<file path="src/rtl/ddmtd_pkg.sv">
// Shared definitions for the DDMTD lock sequencer: state codes and gain limits.
package ddmtd_pkg;

    localparam int unsigned STATE_W = 3;
    localparam int unsigned GAIN_W  = 2;
    localparam int unsigned LOL_W   = 8;

    typedef enum logic [STATE_W-1:0] {
        ST_IDLE    = 3'd0,
        ST_CLEAR   = 3'd1,
        ST_ACQUIRE = 3'd2,
        ST_TRACK   = 3'd3,
        ST_LOCKED  = 3'd4,
        ST_FAULT   = 3'd5
    } state_t;

    localparam logic [GAIN_W-1:0] GAIN_MAX = 2'b11;
    localparam logic [GAIN_W-1:0] GAIN_MIN = 2'b00;

endpackage

</file>
<file path="src/rtl/ddmtd_abs_cmp.sv">
// Saturating magnitude of the signed phase error plus the three threshold qualifiers.
// Ports:
//   phase_err  in   ERR_W  signed (two's complement) phase error
//   acq_ok     out  1      |err| <= ACQ_THR
//   lock_ok    out  1      |err| <= LOCK_THR
//   strike     out  1      |err| >  UNLOCK_THR
module ddmtd_abs_cmp #(
    parameter int unsigned ERR_W      = 16,
    parameter int unsigned ACQ_THR    = 1024,
    parameter int unsigned LOCK_THR   = 64,
    parameter int unsigned UNLOCK_THR = 256
) (
    input  logic [ERR_W-1:0] phase_err,
    output logic             acq_ok,
    output logic             lock_ok,
    output logic             strike
);

    localparam logic [ERR_W-1:0] MOST_NEG = {1'b1, {(ERR_W-1){1'b0}}};
    localparam logic [ERR_W-1:0] MOST_POS = {1'b0, {(ERR_W-1){1'b1}}};

    logic [ERR_W-1:0] abs_err;

    // The most negative code has no positive twin; clamp it to the largest positive value.
    always_comb begin
        if (phase_err == MOST_NEG) begin
            abs_err = MOST_POS;
        end else if (phase_err[ERR_W-1]) begin
            abs_err = (~phase_err) + ERR_W'(1);
        end else begin
            abs_err = phase_err;
        end
        acq_ok  = (32'(abs_err) <= ACQ_THR);
        lock_ok = (32'(abs_err) <= LOCK_THR);
        strike  = (32'(abs_err) >  UNLOCK_THR);
    end

endmodule

</file>
<file path="src/rtl/ddmtd_lock_sequencer.sv">
// Acquisition/lock controller for the DDMTD helper-PLL: sequences integrator clear,
// P/I gain selection, lock detection, loss-of-lock recovery and acquisition timeout.
// Ports:
//   clk, rst            clock, asynchronous active-high reset
//   ena                 low freezes all state and outputs
//   start               level run request; low returns to IDLE
//   auto_en             1: FSM selects gains, 0: kp_user/ki_user passed through
//   kp_user, ki_user    user gains
//   phase_valid         one-cycle strobe qualifying phase_err
//   phase_err           signed phase error
//   kp_sel, ki_sel      gains to loop filter
//   int_clear           integrator clear
//   locked, fault       status
//   state_o             current state code
//   lol_count           saturating loss-of-lock event count
module ddmtd_lock_sequencer
    import ddmtd_pkg::*;
#(
    parameter int unsigned ERR_W       = 16,
    parameter int unsigned ACQ_THR     = 1024,
    parameter int unsigned LOCK_THR    = 64,
    parameter int unsigned UNLOCK_THR  = 256,
    parameter int unsigned LOCK_CNT    = 16,
    parameter int unsigned UNLOCK_CNT  = 4,
    parameter int unsigned CLEAR_CYC   = 8,
    parameter int unsigned ACQ_TIMEOUT = 4096
) (
    input  logic             clk,
    input  logic             rst,
    input  logic             ena,
    input  logic             start,
    input  logic             auto_en,
    input  logic [1:0]       kp_user,
    input  logic [1:0]       ki_user,
    input  logic             phase_valid,
    input  logic [ERR_W-1:0] phase_err,
    output logic [1:0]       kp_sel,
    output logic [1:0]       ki_sel,
    output logic             int_clear,
    output logic             locked,
    output logic             fault,
    output logic [2:0]       state_o,
    output logic [7:0]       lol_count
);

    localparam int unsigned RUN_W = $clog2(LOCK_CNT + 1);
    localparam int unsigned STK_W = $clog2(UNLOCK_CNT + 1);
    localparam int unsigned CLR_W = $clog2(CLEAR_CYC + 1);
    localparam int unsigned TMO_W = $clog2(ACQ_TIMEOUT + 1);

    state_t             state, state_nxt;
    logic [RUN_W-1:0]   run_cnt, run_nxt;
    logic [STK_W-1:0]   strike_cnt, strike_nxt;
    logic [CLR_W-1:0]   clr_cnt, clr_nxt;
    logic [TMO_W-1:0]   tmo_cnt, tmo_nxt;
    logic [LOL_W-1:0]   lol_cnt, lol_nxt;
    logic [GAIN_W-1:0]  kp_nxt, ki_nxt;
    logic               clear_nxt, locked_nxt, fault_nxt;
    logic               acq_ok, lock_ok, strike_hit;

    ddmtd_abs_cmp #(
        .ERR_W      (ERR_W),
        .ACQ_THR    (ACQ_THR),
        .LOCK_THR   (LOCK_THR),
        .UNLOCK_THR (UNLOCK_THR)
    ) u_abs_cmp (
        .phase_err (phase_err),
        .acq_ok    (acq_ok),
        .lock_ok   (lock_ok),
        .strike    (strike_hit)
    );

    // State, counters and outputs; everything holds while ena is low.
    always_ff @(posedge clk or posedge rst) begin
        if (rst) begin
            state      <= ST_IDLE;
            run_cnt    <= '0;
            strike_cnt <= '0;
            clr_cnt    <= '0;
            tmo_cnt    <= '0;
            lol_cnt    <= '0;
            kp_sel     <= GAIN_MIN;
            ki_sel     <= GAIN_MIN;
            int_clear  <= 1'b1;
            locked     <= 1'b0;
            fault      <= 1'b0;
        end else if (ena) begin
            state      <= state_nxt;
            run_cnt    <= run_nxt;
            strike_cnt <= strike_nxt;
            clr_cnt    <= clr_nxt;
            tmo_cnt    <= tmo_nxt;
            lol_cnt    <= lol_nxt;
            kp_sel     <= kp_nxt;
            ki_sel     <= ki_nxt;
            int_clear  <= clear_nxt;
            locked     <= locked_nxt;
            fault      <= fault_nxt;
        end
    end

    // Next-state, counter update and Moore output decode from the next state.
    always_comb begin
        state_nxt  = state;
        run_nxt    = run_cnt;
        strike_nxt = strike_cnt;
        clr_nxt    = clr_cnt;
        tmo_nxt    = tmo_cnt;
        lol_nxt    = lol_cnt;
        kp_nxt     = GAIN_MIN;
        ki_nxt     = GAIN_MIN;
        clear_nxt  = 1'b1;
        locked_nxt = 1'b0;
        fault_nxt  = 1'b0;

        if (!start) begin
            // Dropping start wins over any pending measurement.
            state_nxt  = ST_IDLE;
            run_nxt    = '0;
            strike_nxt = '0;
            clr_nxt    = '0;
            tmo_nxt    = '0;
        end else begin
            unique case (state)
                ST_IDLE: begin
                    state_nxt = ST_CLEAR;
                    clr_nxt   = '0;
                end
                ST_CLEAR: begin
                    run_nxt    = '0;
                    strike_nxt = '0;
                    tmo_nxt    = '0;
                    if (clr_cnt >= CLR_W'(CLEAR_CYC - 1)) begin
                        state_nxt = ST_ACQUIRE;
                        clr_nxt   = '0;
                    end else begin
                        clr_nxt = clr_cnt + CLR_W'(1);
                    end
                end
                ST_ACQUIRE, ST_TRACK: begin
                    if (phase_valid) begin
                        // Timeout budget spans ACQUIRE<->TRACK bounces and beats threshold moves.
                        if (tmo_cnt >= TMO_W'(ACQ_TIMEOUT - 1)) begin
                            state_nxt = ST_FAULT;
                            run_nxt   = '0;
                        end else begin
                            tmo_nxt = tmo_cnt + TMO_W'(1);
                            if (state == ST_ACQUIRE) begin
                                if (!acq_ok) begin
                                    run_nxt = '0;
                                end else if (run_cnt >= RUN_W'(LOCK_CNT - 1)) begin
                                    state_nxt = ST_TRACK;
                                    run_nxt   = '0;
                                end else begin
                                    run_nxt = run_cnt + RUN_W'(1);
                                end
                            end else begin
                                if (!acq_ok) begin
                                    state_nxt = ST_ACQUIRE;
                                    run_nxt   = '0;
                                end else if (!lock_ok) begin
                                    run_nxt = '0;
                                end else if (run_cnt >= RUN_W'(LOCK_CNT - 1)) begin
                                    state_nxt  = ST_LOCKED;
                                    run_nxt    = '0;
                                    strike_nxt = '0;
                                end else begin
                                    run_nxt = run_cnt + RUN_W'(1);
                                end
                            end
                        end
                    end
                end
                ST_LOCKED: begin
                    if (phase_valid) begin
                        if (!strike_hit) begin
                            strike_nxt = '0;
                        end else if (strike_cnt >= STK_W'(UNLOCK_CNT - 1)) begin
                            state_nxt  = ST_ACQUIRE;
                            strike_nxt = '0;
                            run_nxt    = '0;
                            tmo_nxt    = '0;
                            if (lol_cnt != {LOL_W{1'b1}}) begin
                                lol_nxt = lol_cnt + LOL_W'(1);
                            end
                        end else begin
                            strike_nxt = strike_cnt + STK_W'(1);
                        end
                    end
                end
                ST_FAULT: begin
                    state_nxt = ST_FAULT;
                end
                default: begin
                    state_nxt = ST_IDLE;
                end
            endcase
        end

        case (state_nxt)
            ST_ACQUIRE: begin
                kp_nxt    = GAIN_MAX;
                ki_nxt    = GAIN_MAX;
                clear_nxt = 1'b0;
            end
            ST_TRACK: begin
                kp_nxt    = kp_user;
                ki_nxt    = ki_user;
                clear_nxt = 1'b0;
            end
            ST_LOCKED: begin
                kp_nxt     = kp_user;
                ki_nxt     = ki_user;
                clear_nxt  = 1'b0;
                locked_nxt = 1'b1;
            end
            ST_FAULT: begin
                fault_nxt = 1'b1;
            end
            default: begin
                clear_nxt = 1'b1;
            end
        endcase

        if (!auto_en) begin
            kp_nxt = kp_user;
            ki_nxt = ki_user;
        end
    end

    assign state_o   = state;
    assign lol_count = lol_cnt;

endmodule

</file>
<file path="config.mk">
export PLATFORM = sky130hd
export DESIGN_NAME = ddmtd_lock_sequencer
export DESIGN_NICKNAME = d
export VERILOG_FILES = /design/src/rtl/ddmtd_pkg.sv /design/src/rtl/ddmtd_abs_cmp.sv /design/src/rtl/ddmtd_lock_sequencer.sv
export SDC_FILE = /design/constraint.sdc
export NUM_CORES = 1
export LEC_CHECK = 0
export CELL_PAD_IN_SITES_DETAIL_PLACEMENT = 1
export CELL_PAD_IN_SITES_GLOBAL_PLACEMENT = 2
export CORE_MARGIN = 2
export CORE_UTILIZATION = 40
export DETAILED_ROUTE_END_ITERATION = 8
export DONT_BUFFER_PORTS = 1
export GPL_ROUTABILITY_DRIVEN = 1
export GPL_TIMING_DRIVEN = 0
export PLACE_DENSITY_LB_ADDON = 0.15
export SLEW_MARGIN = 20
export SYNTH_ARGS = -nofsm -noshare
export SYNTH_HDL_FRONTEND = slang
export SYNTH_SLANG_ARGS = --single-unit
</file>
<file path="constraint.sdc">
create_clock -name clk -period 4.5 [get_ports clk]
set_input_delay 0.675 -clock clk [delete_from_list [all_inputs] [get_ports clk]]
set_output_delay 0.675 -clock clk [all_outputs]
set_load 0.01 [all_outputs]
</file>
Yosys cells after proc, flatten, opt, wreduce, memory -nomap -nowiden --
Index checks and enable logic that the tools add are counted.
Cells by class: add/subtract/negate cells 6, order comparisons 7, equal/unequal tests 22, multiplexer cells 56, bitwise logic cells 1, reduce and logical (&&, ||, !) cells 9
Operator list (count):
- 13-bit two-way mux | 6
- 3-bit two-way mux | 23
- 5-bit two-way mux | 11
- 13-bit case mux with 3 select lines | 1
- 16-bit two-way mux | 2
- 3-bit != test, second input constant | 9
- 16-bit by 1-bit adder with 16-bit output, second input constant | 1
- 16-bit == test, second input constant | 1
- 16-bit by 9-bit greater-than comparator with 1-bit output, second input constant | 1
- 16-bit by 11-bit less-or-equal comparator with 1-bit output, second input constant | 1
- 16-bit by 7-bit less-or-equal comparator with 1-bit output, second input constant | 1
- 16-bit NOT | 1
- 3-bit case mux with 5 select lines | 1
- 5-bit case mux with 3 select lines | 1
- 7-bit AND reduction | 2
- 13-bit by 1-bit adder with 13-bit output, second input constant | 1
- 13-bit by 12-bit >= comparator with 1-bit output, second input constant | 1
- 3-bit by 2-bit == test with 1-bit output, second input constant | 4
- 3-bit == test, second input constant | 4
- 3-bit case mux with 3 select lines | 1
- 9-bit AND reduction | 1
- 8-bit by 1-bit adder with 8-bit output, second input constant | 1
- 4-bit two-way mux | 2
- 8-bit != test, second input constant | 1
- other kinds (18) | 23
Word-level totals: register bits 43, bits of input ports 26, output and inout port bits 18, logic and storage cells 112

Depth between registers and ports, before layout --
depth in word-level cells 16, depth in mapped cells 12, depth with buffers taken out 11

Hierarchy --
From an unflattened synthesis, not the netlist that was laid out.
Unflattened totals: cell total of the unflattened synthesis 341, area, all modules 2991.6 µm²
Modules (own cells, without submodules):
- ddmtd_lock_sequencer | instances 1, cells an instance 252, area an instance 2399.8 µm², seq. area each 1077.3 µm²
- ddmtd_abs_cmp | instances 1, cells an instance 89, area an instance 591.8 µm², seq. area each 0.0 µm²

Least setup slack after synthesis --
Ideal clock, no wire load.
kind in2reg, start input port phase_err[2], end register ki_sel[0], library setup time 0.126 ns, data arrival time 3.113 ns, required time 4.374 ns, slack 1.261 ns, stages 10, path buffers 1, path through buf_6 > or4_4 > nor4_2 > mux2i_1 > o2111ai_2 > or3_4 > o21ai_4 > o21bai_4 > nor3b_2 > o32a_1
On the way: word-level cells in the longest chain between the ends 16, elaborated cells on any way between the ends 24, those cells by class add/sub (1); order compare (3); eq/ne (4); mux (14); bitwise (1); reduce/logical (1)
Ends and longest elaborated chain:
- from (decl) | RTL line ddmtd_lock_sequencer.sv:36 | input logic [ERR_W-1:0] phase_err,
- 16-bit NOT | RTL line ddmtd_abs_cmp.sv:29 | abs_err = (~phase_err) + ERR_W'(1);
- 16-bit by 1-bit adder with 16-bit output | RTL line ddmtd_abs_cmp.sv:29
- 16-bit two-way mux | RTL line ddmtd_abs_cmp.sv:28 | end else if (phase_err[ERR_W-1]) begin
- 16-bit two-way mux (*) | RTL line ddmtd_abs_cmp.sv:26 | if (phase_err == MOST_NEG) begin
- 16-bit by 7-bit less-or-equal comparator with 1-bit output | RTL line ddmtd_abs_cmp.sv:34 | lock_ok = (32'(abs_err) <= LOCK_THR);
- 3-bit two-way mux | RTL line ddmtd_lock_sequencer.sv:161 | end else if (!lock_ok) begin
- 3-bit two-way mux | RTL line ddmtd_lock_sequencer.sv:158 | if (!acq_ok) begin
- 3-bit two-way mux | RTL line ddmtd_lock_sequencer.sv:148 | if (state == ST_ACQUIRE) begin
- 3-bit two-way mux | RTL line ddmtd_lock_sequencer.sv:143 | if (tmo_cnt >= TMO_W'(ACQ_TIMEOUT - 1)) begin
- 3-bit two-way mux | RTL line ddmtd_lock_sequencer.sv:141 | if (phase_valid) begin
- 3-bit case mux with 5 select lines (*) | RTL line ddmtd_lock_sequencer.sv:124 | unique case (state)
- 3-bit two-way mux (*) | RTL line ddmtd_lock_sequencer.sv:116 | if (!start) begin
- 3-bit == test or 3-bit by 2-bit == test with 1-bit output (tied branches) | RTL line ddmtd_lock_sequencer.sv:200 | case (state_nxt)
- 2-bit OR reduction (no source line)
- 2-bit case mux with 2 select lines (*) | RTL line ddmtd_lock_sequencer.sv:200
- 2-bit two-way mux (*) | RTL line ddmtd_lock_sequencer.sv:225 | if (!auto_en) begin
- to (signal assigned) | RTL line ddmtd_lock_sequencer.sv:95 | ki_sel <= ki_nxt;
- to (decl) | RTL line ddmtd_lock_sequencer.sv:38 | output logic [1:0] ki_sel,
Every way passes the cells marked *; elsewhere a longest branch is shown, timed or not. A chain may end at the register's enable or synchronous reset.

Final worst setup path --
start input port phase_err[8], end register ki_sel[0]
The elaborated chain is that of the path after synthesis.

==> flow_metrics.tcl <==
set metrics [dict create \
    synth_area_leaders "dfrtp_1 34%, nand2_1 4.8%, ha_1 3.3%" \
    synth_cells 337 \
    rsz0062_at_grt "false" \
    peakVddDrop_uv 139.7 \
    portBuffers 0 \
    antenna_found_initial 0 \
    tritoncts "built" \
    synth_top_area_share_pct 34.48 \
    grt_first_pass_wirelength_um 13540 \
    muxShareOfSynthArea_pct 3.612 \
    grt_max_degree 27 \
    power_density_nw_per_um2 238.2 \
    synth_nets 371 \
    seq_area_um2 1077 \
    yosysSeqAreaShare_pct 35.34 \
    ant_nets 0 \
    dieArea_um2 8334 \
    std_cell_rows 31 \
    synthSimpleGateAreaFrac_pct 25.82 \
    setup_tns_ns 0 \
    synth-xor-area-share_pct 3.448 \
    setup_violations 0 \
    min_path_type "in2async" \
    cts_buffers 5 \
    diodes 0 \
    async_flop_share_pct 100.0 \
    max_freq_ghz 0.3061 \
    p_total_mw 0.7804 \
    path_cells "clkbuf_1, or4_4, nor4_2, mux2i_1, o2111ai_2, o41ai_1, o22ai_1, o21bai_4, nor3b_2, o32a_1" \
    grt_pass1_vias 2696 \
    cp.buffers_inverters 1 \
    multiInputGateArea_um2 1843 \
    drv_slew 0 \
    cts.sinks 43 \
    synth-edff-count 0 \
    max_cap_violations 0 \
    leakage_nw 1.303 \
    worst_path_max_delay_cell "o41ai_1" \
    fill_cells 876 \
    postCtsResizedCells 0 \
    vias 2687 \
    grtUsageTotal_pct 19.58 \
    rrSetupSlack_ns 1.73 \
    synth_top_family_by_area "simple AND/OR/NAND/NOR gates" \
    finalWirelength_um 7792 \
    synth-seq-cells 43 \
    status "complete, no violations" \
    critPathRequiredTime_ns 4.68 \
    htree_levels 2 \
    end_kind "register" \
    cts_root_buf "clkbuf_8" \
    synth_area_per_cell_um2 9.044 \
    core-area_um2 7331 \
    period_minus_slack_ns 3.267 \
    cts.clk_slew.worst_paths_ns 0.09 \
    synth_ff_type "dfrtp_1" \
    crit_family "compound AO/OA/AOI/OAI gates" \
    io_pins 44 \
    drive_gt1_share_pct 13.58 \
    clk_latency_ns 0.30 \
    cts_buffer_depth 2 \
    crit_path_start_kind "primary input" \
    syn_to_final_growth_pct 7.512 \
    timing.slew.headroom_pct 58.96 \
    wl_per_cell_um 17.51 \
    drc 0 \
    overflow 0 \
    synth_fa_ha_area_share_pct 3.284 \
    nNetsFinal 379 \
    dp_hpwl_um 6041 \
    critical_path_class "in2reg" \
    arrival_ns 3.45 \
    hold_violations 0 \
    drt_iter0_drc 85 \
    tightest_slew_ns 0.6105 \
    initial_core_util_pct 41.58 \
    synth_compound_area_share_pct 24.30 \
    synth_area_um2 3048 \
    synth_cell_types 74 \
    die_width_um 91.29 \
    slowest_delay_ns 0.66 \
    skew_ns 0.008235 \
    die_h_um 91.29 \
    finalCritPeriodShare_pct 72.61 \
    hold_buffers 0 \
    post_cts_buffers 0 \
    gp_congestion 0.7872 \
    vias_per_cell 6.038 \
    drt_first_pass_iters 4 \
    synth_top_area_cell "dfrtp_1" \
    crit_fanout 9 \
    ys_warn_count 0 \
]
==> flip-flops by register name, summed over array words and instances (netlist names), 2 cells and up <==
register    cells
ki_sel          2
state_o         3
lol_count       8
clr_cnt         4
kp_sel          2
tmo_cnt        13
run_cnt         5
strike_cnt      3
==> cell usage in the layout, fill, tap and decap left out, types with 3 or more instances in the layout <==
cell and count:
clkbuf_1 9, nand3_1 9, nor2_1 21, nor3_1 8
o31ai_1 8, nor4_1 3, a32o_1 4, ha_1 8
o32a_1 4, o41ai_1 5, xnor2_1 10, or3_1 5
and3_1 6, nand2b_1 3, a21oi_1 13, clkbuf_8 5
o21ai_1 15, nor4_2 3, o21ai_0 15, or4_4 3
dfrtp_1 42, nor2b_1 5, nand4_1 14, buf_2 3
and2_1 4, inv_1 14, mux2_2 7, nand2_1 39
==> kinds of logic after synthesis <==
kind of cell / after synthesis
compound gates: 97
xor+xnor: 12
fa+ha+maj: 8
buf+inv: 29
flops: 43
mux: 10
simple gates: 138
==> final timing paths <==
| kind | end | start | cells after the start |
|---|---|---|---|
| setup reg to reg | ki_sel[0]$_DFFE_PP0P_ | state_o[2]$_DFFE_PP0P_ | 9 |
| max in group asynchronous | int_clear$_DFFE_PP1P_ | rst | 2 |
| setup / recovery | ki_sel[0]$_DFFE_PP0P_ | phase_err[8] | 10 |
| min in group clk | tmo_cnt[7]$_DFFE_PP0P_ | tmo_cnt[7]$_DFFE_PP0P_ | 1 |
| hold reg to reg | tmo_cnt[7]$_DFFE_PP0P_ | tmo_cnt[7]$_DFFE_PP0P_ | 1 |
| hold / removal | tmo_cnt[6]$_DFFE_PP0P_ | rst | 1 |
==> cells in the mapped netlist, types with 4 or more instances <==
| master | number |
|---|---|
| nand3_1 | 9 |
| nand4_1 | 14 |
| o21ai_0 | 15 |
| nor2_1 | 21 |
| inv_1 | 15 |
| dfrtp_1 | 42 |
| o21ai_1 | 15 |
| nor3_1 | 8 |
| nand2_1 | 39 |
| a32o_1 | 4 |
| and3_1 | 6 |
| o32a_1 | 4 |
| ha_1 | 8 |
| nor2b_1 | 5 |
| or3_1 | 5 |
| o41ai_1 | 5 |
| a21oi_1 | 13 |
| o31ai_1 | 8 |
| mux2_2 | 7 |
| clkbuf_1 | 8 |
| xnor2_1 | 10 |
| and2_1 | 4 |
==> final cells by class <==
type / count / area share (%)
clock buffer: 6 / 2.215
buffer: 14 / 2.176
multi-input combinational: 265 / 56.24
inverter: 15 / 1.718
clock inverter: 2 / 0.3818
sequential: 43 / 32.88
tap: 99 / 3.780
timing repair buffer: 1 / 0.6109
==> metrics by stage <==
stage          setup slack, ns  hold slack, ns  area [µm²]  utilization, %  cells
6_report                 1.233          0.2386        3277           44.70    445
4_1_cts                  1.265          0.2411        3277           44.70    445
5_1_grt                 0.9559          0.2590        3277           44.70    445
3_3_place_gp             1.026          0.4718        3172           43.27    436
3_5_place_dp            0.9643          0.4814        3192           43.54    437
2_1_floorplan            1.261          0.4449        3048               -    337
==> metal layers <==
| layer | vias to the layer above | routed length, µm | track usage [%] |
|---|---|---|---|
| li1 | 1286 | - | - |
| met3 | 4 | 177 | 2.407 |
| met2 | 35 | 3791 | 33.52 |
| met1 | 1362 | 3780 | 26.88 |
| met5 | - | 0 | 0 |
| met4 | 0 | 42 | 3.409 |
==> where the power goes <==
group          switching, mW  internal (mW)
sequential            0.0130          0.397
clock                  0.138          0.109
combinational         0.0759         0.0475
total                  0.227          0.553
No activity file was read; power rests on OpenSTA's default activity.
